==> config.mk <==
export PLATFORM = sky130hd
export DESIGN_NAME = audio_pwm_out_flat
export DESIGN_NICKNAME = d
export VERILOG_FILES = /design/src/rtl/audio_pwm_pkg.sv /design/src/rtl/audio_pwm_out_if.sv /design/src/rtl/sync_fifo.sv /design/src/rtl/audio_pwm_out.sv /design/src/flat_wrapper.sv
export SDC_FILE = /design/constraint.sdc
export NUM_CORES = 1
export LEC_CHECK = 0
export CORE_MARGIN = 5
export CORE_UTILIZATION = 35
export CTS_BUF_LIST = sky130_fd_sc_hd__clkbuf_4 sky130_fd_sc_hd__clkbuf_8 sky130_fd_sc_hd__clkbuf_16
export DETAILED_ROUTE_END_ITERATION = 10
export DONT_BUFFER_PORTS = 1
export PLACE_DENSITY = 0.45
export SYNTH_ARGS = -nofsm -noshare
export SYNTH_HDL_FRONTEND = slang
export SYNTH_SLANG_ARGS = --single-unit
==> constraint.sdc <==
create_clock -name clk -period 4.37 [get_ports clk]
set_input_delay 0.874 -clock clk [delete_from_list [all_inputs] [get_ports clk]]
set_output_delay 0.874 -clock clk [all_outputs]
set_load 0.02 [all_outputs]
==> src/rtl/audio_pwm_pkg.sv <==
// Shared register map, STATUS layout and PWM constants for the audio PWM output peripheral.
package audio_pwm_pkg;

  localparam logic [1:0] REG_DATA   = 2'd0;
  localparam logic [1:0] REG_STATUS = 2'd1;
  localparam logic [1:0] REG_CTRL   = 2'd2;
  localparam logic [1:0] REG_DIV    = 2'd3;

  localparam int ST_EMPTY    = 0;
  localparam int ST_FULL     = 1;
  localparam int ST_UNDERRUN = 2;
  localparam int ST_OVERFLOW = 3;
  localparam int ST_LEVEL    = 16;
  localparam int ST_LEVEL_W  = 9;

  localparam logic [15:0] DIV_MIN  = 16'd256;
  localparam int          PWM_BITS = 8;

  // Signed sample to offset-binary duty: top byte with the sign bit flipped.
  function automatic logic [PWM_BITS-1:0] sample_to_duty(input logic [15:0] sample);
    return sample[15:8] ^ 8'h80;
  endfunction

endpackage

==> src/rtl/audio_pwm_out_if.sv <==
// Register bus between the interconnect slice and the audio PWM peripheral.
// Reads return on rd one cycle after addr; writes never stall.
interface audio_pwm_out_if;
  logic        we;
  logic [31:0] addr;
  logic [31:0] wd;
  logic [31:0] rd;

  modport master (output we, addr, wd, input rd);
  modport slave  (input we, addr, wd, output rd);
endinterface

==> src/rtl/sync_fifo.sv <==
// Single-clock first-word-fall-through FIFO; rdata valid combinationally while !empty.
// Push when full is dropped unless a pop happens in the same cycle; pop when empty is ignored.
module sync_fifo #(
  parameter int WIDTH = 16,
  parameter int DEPTH = 16,
  localparam int AW = $clog2(DEPTH)
) (
  input  logic             clk,
  input  logic             reset,
  input  logic             push,
  input  logic             pop,
  input  logic [WIDTH-1:0] wdata,
  output logic [WIDTH-1:0] rdata,
  output logic             full,
  output logic             empty,
  output logic [AW:0]      level
);

  logic [WIDTH-1:0] mem [DEPTH];
  logic [AW-1:0]    wr_ptr;
  logic [AW-1:0]    rd_ptr;
  logic             do_push;
  logic             do_pop;

  assign empty   = (level == '0);
  assign full    = (level == (AW+1)'(DEPTH));
  assign do_pop  = pop && !empty;
  assign do_push = push && (!full || do_pop);
  assign rdata   = mem[rd_ptr];

  // Storage needs no reset: level gates every read of it.
  always_ff @(posedge clk) begin
    if (do_push) mem[wr_ptr] <= wdata;
  end

  always_ff @(posedge clk or posedge reset) begin
    if (reset) begin
      wr_ptr <= '0;
      rd_ptr <= '0;
      level  <= '0;
    end else begin
      if (do_push) wr_ptr <= wr_ptr + 1'b1;
      if (do_pop)  rd_ptr <= rd_ptr + 1'b1;
      case ({do_push, do_pop})
        2'b10:   level <= level + 1'b1;
        2'b01:   level <= level - 1'b1;
        default: level <= level;
      endcase
    end
  end

endmodule

==> src/rtl/audio_pwm_out.sv <==
// Audio output: sample FIFO drained by a programmable rate timer, rendered as 8-bit PWM.
// Register reads have 1-cycle latency; writes never stall, overflowing pushes are dropped.
module audio_pwm_out
  import audio_pwm_pkg::*;
#(
  parameter int          DEPTH     = 16,
  parameter logic [15:0] DIV_RESET = 16'd6250,
  localparam int AW = $clog2(DEPTH)
) (
  input  logic              clk,
  input  logic              reset,
  audio_pwm_out_if.slave    bus,
  output logic              pwm_out,
  output logic              underrun
);

  logic [1:0]          reg_sel;
  logic                push_req;
  logic                status_wr;
  logic                fifo_full;
  logic                fifo_empty;
  logic [AW:0]         fifo_level;
  logic [15:0]         fifo_rdata;
  logic                ctrl_en;
  logic [15:0]         div_q;
  logic [15:0]         tmr;
  logic                tick;
  logic                pop;
  logic                overflow;
  logic [15:0]         cur_sample;
  logic [PWM_BITS-1:0] pwm_cnt;
  logic [PWM_BITS-1:0] duty_q;
  logic [31:0]         status;
  logic [31:0]         rd_nxt;
  logic [31:0]         rd_q;
  logic                unused_bits;

  assign reg_sel     = bus.addr[3:2];
  assign push_req    = bus.we && (reg_sel == REG_DATA);
  assign status_wr   = bus.we && (reg_sel == REG_STATUS);
  assign tick        = ctrl_en && (tmr == div_q - 16'd1);
  assign pop         = tick && !fifo_empty;
  assign bus.rd      = rd_q;
  assign unused_bits = ^{bus.addr[31:4], bus.addr[1:0], bus.wd[31:16]};

  sync_fifo #(.WIDTH(16), .DEPTH(DEPTH)) u_fifo (
    .clk   (clk),
    .reset (reset),
    .push  (push_req),
    .pop   (pop),
    .wdata (bus.wd[15:0]),
    .rdata (fifo_rdata),
    .full  (fifo_full),
    .empty (fifo_empty),
    .level (fifo_level)
  );

  always_comb begin
    status                         = '0;
    status[ST_EMPTY]               = fifo_empty;
    status[ST_FULL]                = fifo_full;
    status[ST_UNDERRUN]            = underrun;
    status[ST_OVERFLOW]            = overflow;
    status[ST_LEVEL +: ST_LEVEL_W] = ST_LEVEL_W'(fifo_level);
    case (reg_sel)
      REG_STATUS: rd_nxt = status;
      REG_CTRL:   rd_nxt = {31'd0, ctrl_en};
      REG_DIV:    rd_nxt = {16'd0, div_q};
      default:    rd_nxt = '0;
    endcase
  end

  always_ff @(posedge clk or posedge reset) begin
    if (reset) begin
      rd_q     <= '0;
      ctrl_en  <= 1'b0;
      div_q    <= DIV_RESET;
      underrun <= 1'b0;
      overflow <= 1'b0;
    end else begin
      rd_q <= rd_nxt;
      if (bus.we && reg_sel == REG_CTRL) ctrl_en <= bus.wd[0];
      if (bus.we && reg_sel == REG_DIV)
        div_q <= (bus.wd[15:0] < DIV_MIN) ? DIV_MIN : bus.wd[15:0];
      // A set in the same cycle as a write-1-to-clear takes precedence.
      underrun <= (tick && fifo_empty) ||
                  (underrun && !(status_wr && bus.wd[ST_UNDERRUN]));
      overflow <= (push_req && fifo_full && !pop) ||
                  (overflow && !(status_wr && bus.wd[ST_OVERFLOW]));
    end
  end

  always_ff @(posedge clk or posedge reset) begin
    if (reset) begin
      tmr        <= '0;
      cur_sample <= '0;
    end else begin
      if (!ctrl_en || tmr >= div_q - 16'd1) tmr <= '0;
      else                                  tmr <= tmr + 16'd1;
      if (pop) cur_sample <= fifo_rdata;
    end
  end

  // Duty only changes at a PWM period boundary (or while idle) so no period is torn.
  always_ff @(posedge clk or posedge reset) begin
    if (reset) begin
      pwm_cnt <= '0;
      duty_q  <= sample_to_duty(16'd0);
      pwm_out <= 1'b0;
    end else begin
      pwm_cnt <= ctrl_en ? pwm_cnt + 1'b1 : '0;
      if (!ctrl_en || pwm_cnt == '1) duty_q <= sample_to_duty(cur_sample);
      pwm_out <= ctrl_en && (pwm_cnt < duty_q);
    end
  end

endmodule

==> src/flat_wrapper.sv <==
// flat-port wrapper written by rule: the top's interface ports become plain ports
module audio_pwm_out_flat import audio_pwm_pkg::*;
#(
  parameter int          DEPTH     = 16,
  parameter logic [15:0] DIV_RESET = 16'd6250,
  localparam int AW = $clog2(DEPTH)
)
  (clk, reset, pwm_out, underrun, bus_we, bus_addr, bus_wd, bus_rd);
  audio_pwm_out_if bus_i ();
  input  logic clk;
  input  logic reset;
  output logic pwm_out;
  output logic underrun;
  input wire logic [$bits(bus_i.we)-1:0] bus_we;
  input wire logic [$bits(bus_i.addr)-1:0] bus_addr;
  input wire logic [$bits(bus_i.wd)-1:0] bus_wd;
  output wire logic [$bits(bus_i.rd)-1:0] bus_rd;
  assign bus_i.we = bus_we;
  assign bus_i.addr = bus_addr;
  assign bus_i.wd = bus_wd;
  assign bus_rd = bus_i.rd;
  audio_pwm_out #(.DEPTH(DEPTH), .DIV_RESET(DIV_RESET)) u_core (.clk(clk), .reset(reset), .bus(bus_i), .pwm_out(pwm_out), .underrun(underrun));
endmodule
==> results.md, run 1 <==
* Tightest Pin Transition at 0.908 ns
* Synth area leaders: edfxtp_1 (39%), dfrtp_1 (22%), mux4_2 (5.7%), ha_1 (4.3%), mux4_1 (4.0%)
* ANT nets after route at 0
* R2R depth at 17
* Detailed Routing Iterations Pass 1 at 4
* Crit path kind: register to register
* YS warnings at 0
* Mapped cell area at 0.00990 mm²
* Fillers at 2534
* Clock-pin slew on the worst setup and hold paths at 0.06 ns
* H-tree levels at 1
* CTS tree: done
* IO Port Bufs at 0
* Via Count at 5564
* Vias in the first global route at 5817
* Max-slew violations at 0
* Row count at 61
* Reg power frac at 0.490
* Initial Utilization at 0.355
* Ys flop type: edfxtp_1
* Worst Skew at 0.0105 ns
* Internal power at 3.89 mW
* Root buffer cell: clkbuf_16
* RR Endpoint: u_core.u_fifo.level[4]$_DFFE_PP0P_
* Crit path launch: u_core.div_q[2]$_DFFE_PP0P_
* Switching Share at 0.249
* Gr usage total at 0.137
* FF-to-FF Start: u_core.div_q[2]$_DFFE_PP0P_
* Post-Route Setup TNS at 0 ns
* Area Growth Syn to Fin at 14.1%
* Most common cell after layout, fill and taps aside: edfxtp_1
* Crit share post-route at 0.940
* Area of the core at 0.0279 mm²
* Clock network power share at 0.402
* Total grt overflow at 0
* Post-synth top area share at 0.388
* Distinct cells, synth at 53
* CP arrival at 4.54 ns
* Io pins at 101
* RePlAce Congestion at 0.815
* Layout cells sized above 1 at 0.185
* Most frequent cells in the layout: edfxtp_1 (128), dfrtp_1 (85), nand2_1 (47)
* Largest net degree at the start of global routing at 67
* Finished layout cell area at 0.0113 mm²
* Post-layout min period at 4.11 ns
* Initial antenna violation count at 0
* DRC viols at 0
* Number of vias per cell at 5.04
* Mapped Avg Cell Area at 14.7 µm²
* Largest area contributor in the netlist: edfxtp_1
* Switching power at 1.29 mW
* Async set or reset register ratio after synthesis at 0.423
* CP Max Fanout at 4
* Gate Count Post-Synth at 672
* Yosys reg bits at 222
* R2R Setup Slk at 0.26 ns
* Clock Latency Late Sink at 0.52 ns
* Final Hold Fails at 0
* Max Clock Freq at 0.243 GHz
* DRT iter0 DRCs at 350
* Crit path required time at 4.80 ns
* Critical Path End Type: register
* Routed WL per cell at 19.4 µm
* Maxcap violations at 0
* First-pass GRT wire length at 34000 µm
* CP Launch Type: register
* Number of synthesized flops with an enable pin at 128
* Finished Core Util at 0.406
* Outcome: complete, no violations
* Die Wd at 178 µm
* P_leak at 4.37 nW
* Antenna cells at 0
* Final net count at 810
* Final hold slack at 0.393 ns
* Placed insts at 1058
* Hpwl dp at 14600 µm
* Comb pwr share at 0.108
* # setup viols final at 0
* Post-placement cell area at 0.0104 mm²
* Die Y at 178 µm
* Num Clock Sinks at 222
* Worst vdd ir at 0.277 mV
* Pwr Density at 459 mW/mm²
* CTS Buf Count at 26
* Worst hold path class: input port to async pin
* Fin cells at 1103
* Die ar. at 0.0318 mm²
* Slew margin rel. at 0.394
* Clk buf depth at 3
* Total wire length at 21300 µm
* Sequential area share after synthesis at 0.627
[sequential cells by signal, indices dropped and copies added (netlist names)]
signal	flops
u_core.cur_sample	8
u_core.pwm_out	1
u_core.u_fifo.mem	128
u_core.u_fifo.wr_ptr	4
u_core.div_q	16
u_core.u_fifo.level	5
u_core.tmr	16
u_core.overflow	1
u_core.ctrl_en	1
u_core.underrun	1
u_core.pwm_cnt	8
u_core.duty_q	8
u_core.u_fifo.rd_ptr	4
u_core.bus.rd	21
[power by group through the flow]
stage	Combinational, mW	Clock, mW	Sequential [mW]
after floorplan	0.448	0	2.51
after detailed placement	0.559	0	2.58
final	0.560	2.09	2.54
after global routing	0.646	2.24	2.56
after CTS	0.562	2.16	2.54
after global placement	0.540	0	2.57
[what timing repair did]
item                                    in CTS  in global routing
resized for setup                            0                  7
setup buffers                                0                  0
hold buffers                                 0                  0
endpoints found under the setup margin       0                 95
[logic make-up (layout without fill, tap and decap cells)]
logic type / count (synthesis) / after routing / share of synthesized area
AND/OR/NAND/NOR: 172 / 172 / 0.0874
other: 1 / 11 / 0.000379
adder cells (fa/ha/maj): 35 / 35 / 0.0450
multiplexers: 63 / 63 / 0.122
XOR/XNOR: 38 / 38 / 0.0336
buffers and inverters: 61 / 104 / 0.0339
AO/OA/AOI/OAI: 80 / 80 / 0.0508
flip-flops: 222 / 222 / 0.627
[cell type report]
cell class                 count  area [µm²]  share of cell area
sequential                   222        6210               0.549
inverter                      26         100             0.00886
multi-input combinational    399        3440               0.305
clock inverter                13         109             0.00963
timing repair buffer          33         248              0.0219
clock buffer                  32         719              0.0637
tap                          378         473              0.0419
[worst max-delay path by stage]
stage | end | slack (ns)
3_5_place_dp | u_core.u_fifo.level[4]$_DFFE_PP0P_ | 0.07
4_1_cts | u_core.u_fifo.level[4]$_DFFE_PP0P_ | 0.03
6_report | u_core.u_fifo.level[4]$_DFFE_PP0P_ | 0.26
2_1_floorplan | u_core.u_fifo.level[4]$_DFFE_PP0P_ | 0.47
3_3_place_gp | u_core.u_fifo.level[4]$_DFFE_PP0P_ | 0.12
5_1_grt | u_core.u_fifo.level[4]$_DFFE_PP0P_ | -0.03
[worst max-delay path, stage by stage, from the launching register on]
cell	delay, ns
dfrtp_1	0.41
nor4_4	0.32
nand2_1	0.14
or4_4	0.49
nor4_4	0.24
xnor2_1	0.13
ha_1	0.31
nand4_1	0.17
nor2_2	0.15
nand4_1	0.16
nand2b_1	0.22
inv_1	0.09
ha_1	0.24
nor2b_1	0.13
o21ai_0	0.16
nand2b_1	0.12
o31a_1	0.27
a221oi_2	0.26
[metal layers]
metal / global-route usage / wire [µm] / vias up
met5: 0 / 0 / -
met3: 0.0246 / 1110 / 36
li1: - / - / 2582
met2: 0.221 / 9840 / 133
met4: 0.0384 / 566 / 0
met1: 0.193 / 9830 / 2813
[synth_stat cells, types with 2 or more instances]
master / number
nand2b_1: 8
buf_8: 2
edfxtp_1: 128
mux4_2: 25
xnor2_1: 19
nand3b_1: 2
a21oi_1: 25
nor3b_1: 2
buf_2: 4
buf_6: 4
nor3_1: 9
o31a_1: 3
ha_1: 34
mux4_1: 15
and2_1: 7
mux2i_1: 3
o21ai_0: 22
nor2_1: 35
a21o_1: 7
nor2b_1: 5
dfrtp_1: 87
nand4_1: 11
dfstp_2: 7
and3_1: 14
nor4_1: 13
inv_1: 25
mux2_2: 20
clkbuf_1: 11
nand2_1: 47
a22o_1: 10
xor2_1: 19
buf_4: 13
a211oi_1: 3
or3_1: 3
nand3_1: 12
[through the flow]
step                power, mW  setup WS [ns]
global placement         3.11          0.117
floorplan                2.96          0.465
global route             5.45        -0.0308
detailed placement       3.14         0.0662
finish                   5.19          0.262
CTS                      5.26         0.0335
No activity file was read; power rests on OpenSTA's default activity.
==> run 2, diff against run 1 <==
Settings changed: GPL_TIMING_DRIVEN set to 0, PLACE_DENSITY 0.45 to 0.47.
Clock period 4.37 ns to 3.7 ns, I/O delays scaled along.
==> run 2 against run 1 <==
Compared with the run above:
- the run now ends with negative setup slack left
- power grew 24%
- clock-buffer cell count grew 5
- wire length rose by 4.3%
- fmax rose by 6.3%
- sequential share of layout area shrank 3.7 points
- non-clock buffer count up 41
- utilization rose by 2.9 points
- die area is the same
- final area rose by 7.2%
- critical path depth is the same
- register-to-register slack got worse by 0.43 ns
==> results.md, run 2 (synthesis gave the netlist of run 1 again) <==
* Outcome: finished, violations left
* Failing checks: negative setup slack
* Final Hold Fails at 0
* Root buffer cell: clkbuf_16
* CP arrival at 4.29 ns
* Worst Skew at 0.0145 ns
* Worst hold path class: input port to async pin
* Max reg flops at 128
* Setup WS pre-CTS at -0.780 ns
* Routed WL per cell at 19.4 µm
* Most frequent cells in the layout: edfxtp_1 (128), dfrtp_1 (86), nand2_1 (43)
* Max Clock Freq at 0.259 GHz
* Area of the core at 0.0279 mm²
* Reg with most FFs: u_core.u_fifo.mem
* Die ar. at 0.0318 mm²
* IO Port Bufs at 0
* Via Count at 5819
* CP Max Fanout at 5
* Crit share post-route at 1.04
* Initial Utilization at 0.355
* CTS tree: done
* First-pass GRT wire length at 34700 µm
* Num Clock Sinks at 222
* R2R depth at 17
* Gr usage total at 0.142
* Most common cell after layout, fill and taps aside: edfxtp_1
* Die Y at 178 µm
* Critical Path End Type: register
* Worst vdd ir at 0.328 mV
* Maxcap violations at 0
* Layout cells sized above 1 at 0.268
* Total grt overflow at 0
* Crit path required time at 4.13 ns
* CP Launch Type: register
* Clock-pin slew on the worst setup and hold paths at 0.06 ns
* Tightest Pin Transition at 1.07 ns
* Fillers at 2494
* PnR Total Power at 6.43 mW
* P_leak at 4.70 nW
* Die Wd at 178 µm
* Hpwl dp at 15200 µm
* Initial antenna violation count at 0
* RePlAce Congestion at 0.799
* # setup viols final at 29
* DRC viols at 0
* Largest net degree at the start of global routing at 55
* Slew margin rel. at 0.281
* Total wire length at 22300 µm
* DRT iter0 DRCs at 412
* Final net count at 852
* RSZ-0062 raised after global routing: true
* Number of vias per cell at 5.06
* Area Growth Syn to Fin at 22.3%
* Crit path kind: register to register
* Pwr Density at 531 mW/mm²
* Antenna cells at 0
* Post-layout min period at 3.86 ns
* CTS Buf Count at 27
* Io pins at 101
* Clk buf depth at 3
* ANT nets after route at 0
* Clock Latency Late Sink at 0.53 ns
* Row count at 61
* H-tree levels at 1
* Detailed Routing Iterations Pass 1 at 5
* Fin worst setup slack at -0.165 ns
* Max-slew violations at 0
* Vias in the first global route at 5964
-- run 2: cell types whose count changed in the layout (fill, tap and decap cells not counted), moves of 6 or more --
cell      change
nor2_4       +12
buf_12       +13
clkinv_1      -6
nor2_1       -14
buf_6         +9
clkbuf_1     +11
-- run 2: what timing repair did --
action / in CTS / in global routing
buffers inserted: 30 / 6
pin swaps: 29 / 9
endpoints found under the setup margin: 141 / 154
hold buffers: 0 / 0
resized for setup: 57 / 10
-- run 2: metal layers --
layer / GRT usage / share of wire / up-vias
met5: 0 / 0 / -
met4: 0.0406 / 0.028 / 0
met3: 0.0269 / 0.051 / 38
met2: 0.234 / 0.48 / 122
met1: 0.193 / 0.44 / 2979
li1: - / - / 2680
-- run 2: final cells by class --
class / count / area [µm²] / area share
buffer: 35 / 244 / 0.0201
multi-input combinational: 399 / 3700 / 0.306
inverter: 26 / 103 / 0.00847
timing repair buffer: 39 / 490 / 0.0405
clock inverter: 13 / 108 / 0.00888
clock buffer: 37 / 787 / 0.0650
tap: 378 / 473 / 0.0390
sequential: 222 / 6210 / 0.512
-- run 2: worst max-delay path, stage by stage (launching register included) --
cell	delay, ns
dfstp_2	0.41
nor4_4	0.27
nand2_1	0.14
or4_4	0.51
nor4_4	0.17
xnor2_1	0.12
ha_1	0.30
nand4_1	0.19
nor2_2	0.17
nand4_1	0.18
nand2b_4	0.21
fa_2	0.37
nor2b_4	0.11
o21ai_1	0.05
nand2b_1	0.11
buf_4	0.13
nand3_1	0.09
a221oi_2	0.24
-- run 2: worst paths after layout --
check,start,endpoint,slack (ns)
min in group clk,bus_wd[8],u_core.u_fifo.mem[1][8]$_DFFE_PP_,0.30
worst min-delay path,reset,u_core.bus.rd[19]$_DFF_PP0_,0.13
worst max register to register,u_core.div_q[3]$_DFFE_PP1P_,u_core.u_fifo.level[4]$_DFFE_PP0P_,-0.16
max in group asynchronous,reset,u_core.div_q[6]$_DFFE_PP1P_,2.86
worst min register to register,u_core.cur_sample[15]$_DFFE_PP0P_,u_core.duty_q[7]$_DFFE_PP1P_,0.42
worst max-delay path,u_core.div_q[3]$_DFFE_PP1P_,u_core.u_fifo.level[4]$_DFFE_PP0P_,-0.16
-- run 2: power by group --
part / switching (mW) / total, mW / internal, mW
Sequential: 0.184 / 2.98 / 2.80
Clock: 1.01 / 2.58 / 1.57
Combinational: 0.499 / 0.866 / 0.367
Total: 1.70 / 6.43 / 4.73
-- run 2: through the flow --
step	instance area, µm²	utilization	std cells	hold WS [ns]	setup TNS (ns)
CTS	12000	0.431	1143	0.130	-13.60
global route	12100	0.435	1149	0.175	-12.16
floorplan	9960	-	682	0.377	0
global placement	10400	0.375	1060	0.400	-152.49
finish	12100	0.435	1149	0.135	-1.08
detailed placement	10500	0.377	1063	0.407	-95.26
